==> src/rtl/mux_scan_ctrl.sv <==
//------------------------------------------------------------------------------
// Module      : mux_scan_ctrl
// Description : Scan sequencer for the 10:1 select mux and the 8-LED display.
//               It steps sel through the enabled channels and holds each one
//               for DWELL cycles so the mux output can settle. At the end of
//               the hold it captures y_in into sample. led shows scan progress
//               while busy and shows the result when idle.
//               Optional: `define MUX_SCAN_CONTINUOUS_EN to restart a new scan
//               straight from DONE while start is held high.
// Revision    : 1.0 - initial release
//------------------------------------------------------------------------------
`default_nettype none

module mux_scan_ctrl #(
  parameter int NUM_CH = 10,
  parameter int DWELL  = 4,
  parameter int SEL_W  = 4
) (
  input  logic              clk,
  input  logic              rst,
  input  logic              start,
  input  logic [NUM_CH-1:0] en_mask,
  input  logic              y_in,
  output logic [SEL_W-1:0]  sel,
  output logic [NUM_CH-1:0] sample,
  output logic              busy,
  output logic              done,
  output logic [7:0]        led
);

  localparam int CNT_W = (DWELL > 1) ? $clog2(DWELL) : 1;
  localparam logic [SEL_W-1:0] C_LAST_SEL = SEL_W'(NUM_CH - 1);
  localparam logic [CNT_W-1:0] C_CNT_LAST = CNT_W'(DWELL - 1);

  typedef enum logic [1:0] {
    S_IDLE = 2'd0,
    S_SCAN = 2'd1,
    S_DONE = 2'd2
  } state_t;

  state_t            r_state;
  logic [NUM_CH-1:0] r_mask;
  logic [CNT_W-1:0]  r_cnt;

  logic              w_last_ch;
  logic              w_ch_en;
  logic              w_ch_end;
  logic [15:0]       w_sel_pad;
  logic [15:0]       w_sample_pad;

  // The current channel is finished after a one-cycle skip when it is
  // disabled. When it is enabled, it is finished on the last dwell cycle.
  assign w_last_ch    = (sel == C_LAST_SEL);
  assign w_ch_en      = r_mask[sel];
  assign w_ch_end     = !w_ch_en || (r_cnt == C_CNT_LAST);
  assign w_sel_pad    = 16'(sel);
  assign w_sample_pad = 16'(sample);

  // Scan state machine: mask latch, channel stepping, dwell count and capture.
  always_ff @(posedge clk) begin
    if (rst) begin
      r_state <= S_IDLE;
      r_mask  <= '0;
      r_cnt   <= '0;
      sel     <= '0;
      sample  <= '0;
      busy    <= 1'b0;
      done    <= 1'b0;
    end else begin
      case (r_state)
        S_IDLE: begin
          done <= 1'b0;
          if (start) begin
            r_state <= S_SCAN;
            r_mask  <= en_mask;
            sel     <= '0;
            r_cnt   <= '0;
            sample  <= '0;
            busy    <= 1'b1;
          end
        end

        S_SCAN: begin
          if (w_ch_end) begin
            if (w_ch_en) begin
              sample[sel] <= y_in;
            end
            r_cnt <= '0;
            if (w_last_ch) begin
              // sel returns to 0 here, so it never takes the value NUM_CH.
              r_state <= S_DONE;
              sel     <= '0;
              busy    <= 1'b0;
              done    <= 1'b1;
            end else begin
              sel <= sel + 1'b1;
            end
          end else begin
            r_cnt <= r_cnt + 1'b1;
          end
        end

        S_DONE: begin
          done <= 1'b0;
          sel  <= '0;
`ifdef MUX_SCAN_CONTINUOUS_EN
          // Back-to-back scan. sample is kept and each bit is overwritten
          // when its channel is captured again.
          if (start) begin
            r_state <= S_SCAN;
            r_mask  <= en_mask;
            r_cnt   <= '0;
            busy    <= 1'b1;
          end else begin
            r_state <= S_IDLE;
          end
`else
          r_state <= S_IDLE;
`endif
        end

        default: begin
          r_state <= S_IDLE;
          busy    <= 1'b0;
          done    <= 1'b0;
        end
      endcase
    end
  end

  // LED bus is built from registered state. It shows a one-hot position while
  // busy (channels 8 and 9 wrap onto LEDs 0 and 1) and the result otherwise.
  always_ff @(posedge clk) begin
    if (rst) begin
      led <= '0;
    end else if (busy) begin
      led <= 8'b1 << w_sel_pad[2:0];
    end else begin
      led <= w_sample_pad[7:0];
    end
  end

endmodule

`default_nettype wire

==> config.mk <==
export PLATFORM = sky130hd
export DESIGN_NAME = mux_scan_ctrl
export DESIGN_NICKNAME = d
export VERILOG_FILES = /design/src/rtl/mux_scan_ctrl.sv
export SDC_FILE = /design/constraint.sdc
export NUM_CORES = 1
export LEC_CHECK = 0
export ABC_AREA = 1
export CAP_MARGIN = 20
export CORE_MARGIN = 1.5
export CORE_UTILIZATION = 30
export CTS_BUF_LIST = sky130_fd_sc_hd__clkbuf_4 sky130_fd_sc_hd__clkbuf_8 sky130_fd_sc_hd__clkbuf_16
export DETAILED_ROUTE_END_ITERATION = 10
export PLACE_DENSITY_LB_ADDON = 0.15
export SLEW_MARGIN = 10
export SYNTH_ARGS = -nofsm -noshare
export SYNTH_HDL_FRONTEND = slang
export SYNTH_SLANG_ARGS = --single-unit
==> constraint.sdc <==
create_clock -name clk -period 1.7 [get_ports clk]
set_input_delay 0.34 -clock clk [delete_from_list [all_inputs] [get_ports clk]]
set_output_delay 0.34 -clock clk [all_outputs]
set_load 0.02 [all_outputs]
# Word level (Yosys, flattened, before mapping)
# Cells that the tools add are included.
[word_totals]
register_bits = 38
in_bits = 14
out_inout_bits = 24
[op_classes]
add_sub_neg = 2
n_lt_le_gt_ge = 2
eq_ne = 8
shifts = 1
mux = 25
n_bitwise = 2
n_reduce_logical = 14
[ops]
columns = ["op", "count"]
rows = [
  ["$mux 10", 3],
  ["$pmux 10 s2", 1],
  ["$mux 4", 3],
  ["$pmux 4 s3", 1],
  ["$bwmux 10", 1],
  ["$mux 2", 5],
  ["$mux 8", 1],
  ["$ne 2x2->1 const B", 4],
  ["$pmux 2 s2", 2],
  ["$reduce_and 4->1", 2],
  ["$shl 1x3->8 const A", 1],
  ["$reduce_and 2->1", 3],
  ["$reduce_and 3->1", 2],
  ["$lt 4x5->1 const B", 1],
  ["$mux 1", 5],
  ["$add 4x1->4 const B", 1],
  ["$bmux 1 s4", 1],
  ["$demux 1 s4", 1],
  ["$eq 2x2->1 const B", 2],
  ["$eq 4x4->1 const B", 1],
  ["$ge 4x1->1 const B", 1],
  ["$pmux 1 s3", 1],
  ["$reduce_bool 3->1", 1],
  ["$add 2x1->2 const B", 1],
  ["8 further kinds", 9],
]

# Longest topological paths before layout
# Gate-level depths: netlist (run 1).
[depth]
ltp_word = 8
depth_mapped = 14
depth_no_buf = 14

# Worst setup path after synthesis (run 1)
# OpenSTA, ideal clock, no wires.
[synth_timing]
path_type = "reg2reg"
start = "register sel[0]"
end = "register sel[2]"
setup_ps = 128
arrival_time_ps = 1487
path_slack_ps = 86
stages_incl_launch_ff = 13
path_buffers = 1
synth_period_minus_slack_ps = 1614
path_cell_list = "dfxtp_1 buf_6 nand2_1 nand2_1 nand4_1 nand3_4 nand3_4 nand2_4 inv_2 nand2_2 nand2_1 o21ai_1 nor2_1"
[synth_via]
elab_chain_len = 6
word_cells_on_any_way = 11
classes_between = "add/sub (1); eq/ne (2); mux (5); reduce/logical (3)"
[synth_lines]
columns = ["item", "line", "rtl"]
rows = [
  ["start, declared", "24", "output logic [SEL_W-1:0] sel,"],
  ["start signal, assigned", "96", "sel <= sel + 1'b1;"],
  ["$bmux 1 s4", "54", "assign w_ch_en = r_mask[sel];"],
  ["$mux 1 (implied by the code)", "54", ""],
  ["$logic_not 1->1", "55", "assign w_ch_end = !w_ch_en || (r_cnt == C_CNT_LAST);"],
  ["$logic_or 1x1->1", "55", ""],
  ["$ne 2x2->1 (no source line)", "-", ""],
  ["$reduce_and 3->1 (no source line)", "-", ""],
]
# Several ways; a longest one is shown, not always the timed one. The select of a mux whose other input is x is not followed.
# A chain may end at the register's enable or synchronous reset.

# Worst setup path after layout (run 1)
[layout_timing]
start = "register sample[3]"
end = "output sample[3]"
[layout_rtl]
columns = ["item", "line", "rtl"]
rows = [
  ["start, declared", "25", "output logic [NUM_CH-1:0] sample,"],
  ["start signal, assigned by index", "86", "sample[sel] <= y_in;"],
]
# No word-level cell between the ends.

==> flow_summary.yaml, run 1 <==
run_status:
  outcome: "finished, final reports clean"
placement:
  io_buffers: 37
  place_congestion: 0.785
  numPlacedInstances: 394
  place_area_um2: 2420
  detailedPlacementHpwl_mm: 3.60
yosys:
  yosys.area_share.simple_pct: 35.7
  syn_area_um2: 1860
  yosys.area.top_type: "sky130_fd_sc_hd__dfxtp_1"
  postSynth.asyncResetShare_pct: 0
  largest_family_of_logic_cells_by_synthesized_area: "simple AND/OR/NAND/NOR gates"
  area_fraction_in_compound_gates_after_synthesis_pct: 13.4
  post_synth_mux_area_share_pct: 0
  synth_register_bits: 38
  postSynthAreaPerCell_um2: 6.85
  synth-seq-area-share_pct: 40.8
  yosys.cell_types.count: 22
  synth_top_area_share_pct: 40.8
  yosys_most_used_dff: "sky130_fd_sc_hd__dfxtp_1"
  synth-adder-area-share_pct: 2.01
  synth_enable_flop_cells: 0
  synth_fp_nets: 289
  netlist_top_cells_area: "sky130_fd_sc_hd__dfxtp_1 (41%), sky130_fd_sc_hd__nand2_1 (13%), sky130_fd_sc_hd__nor2_1 (10%)"
  netlist_instances: 272
  yosysWarnings: 0
  synthXorXnorAreaFrac_pct: 0
route:
  ant_nets: 0
  post-route-drc-count: 0
  drt-vias-per-instance: 4.65
  dr.pass1.iters: 4
  total_routed_wirelength_mm: 4.86
  routed-via-count: 1884
  wire_per_inst_um: 12.0
  drtIter0Drc: 131
run:
  drv_cap: 0
global_route:
  antenna_found_initial: 0
  grt_pass1_vias: 1660
  grt_first_pass_wirelength_mm: 7.87
  grt.overflow.total: 0
  gr-usage-all-layers_pct: 15.6
  grt_max_degree: 22
cells_and_area:
  design.final.nets: 346
  area.growth.synth_to_final_pct: 40.4
  layout.cells.non_filler: 405
  antenna_cells: 0
  fin_area_um2: 2620
  commonest_non_fill_non_tap_cell_in_the_layout: "sky130_fd_sc_hd__nand2_1"
  final_layout_size_suffix_gt1_share_pct: 14.2
  most-common-layout-cells: "sky130_fd_sc_hd__nand2_1 (61), sky130_fd_sc_hd__nor2_1 (51), sky130_fd_sc_hd__dfxtp_1 (36)"
  number_of_filler_instances_in_the_final_layout: 651
critical_path:
  cp-start-kind: "flip-flop"
  crit_buf_inv: 1
  critical_path.reg2reg.startpoint: "sel[0]$_SDFFE_PP0P_"
  critPathMaxStageDelay_ns: 0.62
  path_cells: "clkdlybuf4s50_1"
  cp_slowest_cell: "sky130_fd_sc_hd__clkdlybuf4s50_1"
  worst_setup_path_end_kind: "output pin"
  critical_path_class: "flip-flop to output pin"
  critPathLaunch: "sample[3]$_SDFFE_PP0P_"
  worstPathMaxFanout: 3
  cp_data_arrival_time_ns: 1.30
  worst_path_dominant_cell_family: "buffers and inverters"
  worstPathRequired_ns: 1.36
clocking:
  cts-htree-levels: 2
  cts_inserted_buffers: 5
  clock-root-buffer: "sky130_fd_sc_hd__clkbuf_8"
  worst_setup_hold_path_clk_slew_ns: 0.08
  cts_tree: "done"
  clock_latency_ns: 0.30
  cts_buffer_depth: 2
  cts_sinks: 38
sta:
  worst-slew-pin-transition_ns: 0.351
  final.setup.tns_ns: 0
  final-max-slew-violation-count: 0
  worst_clock_skew_ns: 0.00924
  final_hold_viol_count: 0
  setup_repair_after_global_routing_missed_its_margin: "yes"
  total_of_endpoints_with_negative_setup_slack_in_the_final_report: 0
  slew_headroom_pct: 76.6
  final_worst_path_period_share_pct: 96.2
  max_clock_freq_mhz: 612
  post-route-min-period_ns: 1.64
pwr:
  power_leakage_nw: 1.14
  ir_worst_vdd_mv: 0.405
  p_per_area_nw_per_um2: 977
floorplanning:
  io-pin-count: 38
  floorplan.core_area_um2: 5960
  initial_utilization_pct: 31.3
  die_width_um: 81.8
  die_y_um: 81.8
  die_area_um2: 6690
  rows: 28
min_path:
  worst_hold_path_type: "flip-flop to flip-flop"
  min-delay-start: "sample[8]$_SDFFE_PP0P_"
-- layer usage --
metal	share of wire (%)	GRT usage, %	vias up
met5	0	0	-
met4	1.3	5.08	0
met3	6.0	3.33	4
met2	43	23.1	60
met1	50	22.3	826
li1	-	-	994
-- synth_stat cells, types with 2 or more instances --
cell,count
sky130_fd_sc_hd__nand3_1,12
sky130_fd_sc_hd__a21oi_1,21
sky130_fd_sc_hd__nand2_1,63
sky130_fd_sc_hd__ha_1,3
sky130_fd_sc_hd__o31ai_1,2
sky130_fd_sc_hd__nand3_4,2
sky130_fd_sc_hd__nor2_1,51
sky130_fd_sc_hd__dfxtp_1,38
sky130_fd_sc_hd__inv_1,24
sky130_fd_sc_hd__clkbuf_1,6
sky130_fd_sc_hd__inv_2,3
sky130_fd_sc_hd__nor4_1,2
sky130_fd_sc_hd__nand2_2,4
sky130_fd_sc_hd__o21ai_0,21
sky130_fd_sc_hd__nand4_1,10
sky130_fd_sc_hd__o21ai_1,3
sky130_fd_sc_hd__buf_6,2
-- logic make-up (layout without fill, tap and decap cells) --
kind of cell	after synthesis	count (layout)
buffers and inverters	36	93
AO/OA/AOI/OAI	48	48
AND/OR/NAND/NOR	147	148
adder cells (fa/ha/maj)	3	3
flip-flops	38	38
-- through the flow --
stage | utilization [%] | total power [mW] | hold WS [ns] | worst slack [ns]
2_1_floorplan | - | 1.36 | 0.419 | 0.0858
3_3_place_gp | 40.6 | 1.58 | 0.462 | 0.0489
3_5_place_dp | 40.6 | 1.58 | 0.466 | 0.0638
4_1_cts | 42.9 | 2.53 | 0.477 | 0.00727
5_1_grt | 43.9 | 2.69 | 0.503 | -0.0216
6_report | 43.9 | 2.55 | 0.471 | 0.0649
-- repair_timing --
| item | 4_1_cts | 5_1_grt |
|---|---|---|
| pin swaps | 0 | 7 |
| gates resized for setup | 3 | 10 |
| buffers inserted | 0 | 2 |
| endpoints found under the setup margin | 3 | 16 |
| hold buffers | 0 | 0 |
| gates cloned | 0 | 1 |
-- layout make-up --
type                       instances  area [µm²]  share of cell area [%]
clock inverter                     2        60.1                    2.30
clock buffer                       6        82.6                    3.16
timing repair buffer              57         523                    20.0
multi-input combinational        199         985                    37.7
inverter                          28         105                    4.02
tap                               75        93.8                    3.59
sequential                        38         766                    29.3
-- worst min-delay path: stages (launching register included) --
cell,delay (ns)
sky130_fd_sc_hd__dfxtp_1,0.32
sky130_fd_sc_hd__nand2_1,0.06
sky130_fd_sc_hd__a21oi_1,0.05
-- registers in the layout, indices dropped and copies added, names as in the netlist --
register and cells:
r_mask 10, sample 10, led 8, sel 4, r_cnt 2, r_state 2, busy 1, done 1
-- worst paths after layout --
check | endpoint | slack [ns] | cells past startpoint
worst max register to register | r_state[0]$_SDFFE_PP0P_ | 0.10 | 12
worst min register to register | sample[8]$_SDFFE_PP0P_ | 0.47 | 2
worst max-delay path | sample[3] | 0.06 | 1
worst min-delay path | sample[8]$_SDFFE_PP0P_ | 0.47 | 2
-- power by group --
part | leakage, nW | internal, mW | total [mW] | switching [mW]
clock network | 0.0714 | 0.626 | 0.961 | 0.334
logic | 0.761 | 0.241 | 0.613 | 0.372
registers | 0.311 | 0.945 | 0.980 | 0.0350
total | 1.14 | 1.81 | 2.55 | 0.742
(Power assumes the default switching activity.)
==> run 2, diff against run 1 <==
clock period = 1.57 ns   (was 1.7 ns; I/O delays follow)
==> run 2 against run 1 <==
Critical path depth is 12 higher. Largest cell class unchanged. Non-clock buffer count is 8 higher. Combinational power is 17% higher. First-iteration DRC count is 37% lower. Routed wire length is 0.74% lower. Critical path type is now flip-flop to flip-flop. Critical endpoint is now sample[9]$_SDFFE_PP0P_. Sequential share of layout area is 0.74 points lower.
==> flow_summary.yaml, run 2 (synthesis gave the netlist of run 1 again) <==
cells_and_area:
  largest_registers: "r_mask x10, sample x10, led x8"
  most-common-layout-cells: "sky130_fd_sc_hd__nand2_1 (61), sky130_fd_sc_hd__nor2_1 (49), sky130_fd_sc_hd__dfxtp_1 (35)"
  antenna_cells: 0
  commonest_non_fill_non_tap_cell_in_the_layout: "sky130_fd_sc_hd__nand2_1"
  layout.cells.non_filler: 412
  final_core_util_pct: 45.1
  area.growth.synth_to_final_pct: 44.3
  final_layout_size_suffix_gt1_share_pct: 20.5
  fin_area_um2: 2690
  design.final.nets: 354
min_path:
  worst_hold_path_type: "flip-flop to flip-flop"
  whs_path_depth: 2
  min-delay-start: "sample[8]$_SDFFE_PP0P_"
  hold-path-endpoint: "sample[8]$_SDFFE_PP0P_"
placement:
  detailedPlacementHpwl_mm: 3.53
  numPlacedInstances: 403
  io_buffers: 37
  place_area_um2: 2500
  dp_slack_ns: -0.0757
  place_congestion: 0.845
sta:
  final_hold_viol_count: 0
  slew_headroom_pct: 80.4
  final.hold.worst_slack_ns: 0.460
  final_worst_path_period_share_pct: 99.0
  worst-slew-pin-transition_ns: 0.293
  max_clock_freq_mhz: 643
  total_of_endpoints_with_negative_setup_slack_in_the_final_report: 0
  post-route-worst-setup-slack_ns: 0.0154
  final.setup.tns_ns: 0
  worst_clock_skew_ns: 0.00396
  final-max-slew-violation-count: 0
  setup_repair_after_global_routing_missed_its_margin: "yes"
  post-route-min-period_ns: 1.55
critical_path:
  critical_path.reg2reg.startpoint: "sel[0]$_SDFFE_PP0P_"
  critPathMostFrequentCell: "sky130_fd_sc_hd__nand2_1"
  worst_r2r_path_depth: 13
  critPathMaxStageDelay_ns: 0.40
  worstPathMaxFanout: 8
  r2r-end: "sample[9]$_SDFFE_PP0P_"
  r2r_setup_slack_ns: 0.02
  cp_data_arrival_time_ns: 1.75
  worstPathRequired_ns: 1.76
  critical_path_class: "flip-flop to flip-flop"
  critical_path_depth: 13
  worst_path_dominant_cell_family: "simple AND/OR/NAND/NOR gates"
  crit_buf_inv: 1
  worst_setup_path_end_kind: "flip-flop"
  cp-start-kind: "flip-flop"
  cp_slowest_cell: "sky130_fd_sc_hd__dfxtp_4"
  path_cells: "inv_4 > nand2_1 > nand2_1 > nand2_1 > nand2_1 > nand2_2 > nand3_4 > nand3_4 > nand2_8 > nor2_8 > nand2_4 > nor2_1 > nor2_1"
global_route:
  grt.overflow.total: 0
  grt_max_degree: 22
  grt_pass1_vias: 1655
  gr-usage-all-layers_pct: 15.5
  grt_first_pass_wirelength_mm: 7.83
  antenna_found_initial: 0
pwr:
  p_per_area_nw_per_um2: 911
  power.total_mw: 2.45
  ir_worst_vdd_mv: 0.430
  power_leakage_nw: 1.23
floorplanning:
  die_width_um: 81.8
  die_area_um2: 6690
  rows: 28
  floorplan.core_area_um2: 5960
  io-pin-count: 38
  initial_utilization_pct: 31.3
  die_y_um: 81.8
route:
  total_routed_wirelength_mm: 4.83
  dr.pass1.iters: 4
  drtIter0Drc: 82
  routed-via-count: 1908
  ant_nets: 0
  post-route-drc-count: 0
  drt-vias-per-instance: 4.63
  wire_per_inst_um: 11.7
clocking:
  postCtsHoldBufs: 0
  cts-htree-levels: 2
  clock_latency_ns: 0.29
  cts_tree: "done"
  worst_setup_hold_path_clk_slew_ns: 0.08
  cts_sinks: 38
  cts_buffer_depth: 2
  clock-root-buffer: "sky130_fd_sc_hd__clkbuf_8"
  cts_inserted_buffers: 5
run:
  drv_cap: 0
run_status:
  outcome: "finished, final reports clean"
[run 2: routing by layer]
metal | share of wire [%] | global-route usage, % | wire (µm)
met1 | 50 | 21.2 | 2410
met2 | 45 | 23.7 | 2160
met3 | 3.6 | 3.33 | 176
met4 | 1.6 | 5.59 | 76
met5 | 0 | 0 | 0
[run 2: worst min-delay path, stage by stage, from the launching register on]
cell and delay, ns:
sky130_fd_sc_hd__dfxtp_1 0.31, sky130_fd_sc_hd__nand2_1 0.06, sky130_fd_sc_hd__a21oi_1 0.05
[run 2: layout make-up]
type | count | area [µm²]
clock buffer | 6 | 76.3
clock inverter | 1 | 7.51
fill | 652 | 3270
inverter | 28 | 108
multi-input combinational | 199 | 1050
sequential | 38 | 767
tap | 75 | 93.8
timing repair buffer | 65 | 589
[run 2: what timing repair did]
item                                    4_1_cts  5_1_grt
gates cloned                                  0        1
endpoints found under the setup margin       25       30
pin swaps                                     0        4
gates resized for setup                      15       26
buffers inserted                              1        0
[run 2: report_power, final]
| part | switching (mW) | leakage, nW | internal (mW) |
|---|---|---|---|
| Clock | 0.350 | 0.0407 | 0.322 |
| Combinational | 0.426 | 0.882 | 0.291 |
| Sequential | 0.0386 | 0.312 | 1.02 |
[run 2: worst max path at each step]
stage                                  end                    start  slack (ns)
finish              sample[9]$_SDFFE_PP0P_      sel[0]$_SDFFE_PP0P_        0.02
global route        sample[9]$_SDFFE_PP0P_      sel[0]$_SDFFE_PP0P_       -0.12
CTS                 r_mask[8]$_SDFFE_PP0P_  r_state[1]$_SDFFE_PP0P_       0.002
detailed placement  r_mask[8]$_SDFFE_PP0P_                    start       -0.08
global placement         busy$_SDFFE_PP0P_      sel[0]$_SDFFE_PP0P_       -0.02
floorplan              sel[2]$_SDFFE_PP0P_      sel[2]$_SDFFE_PP0P_        0.01
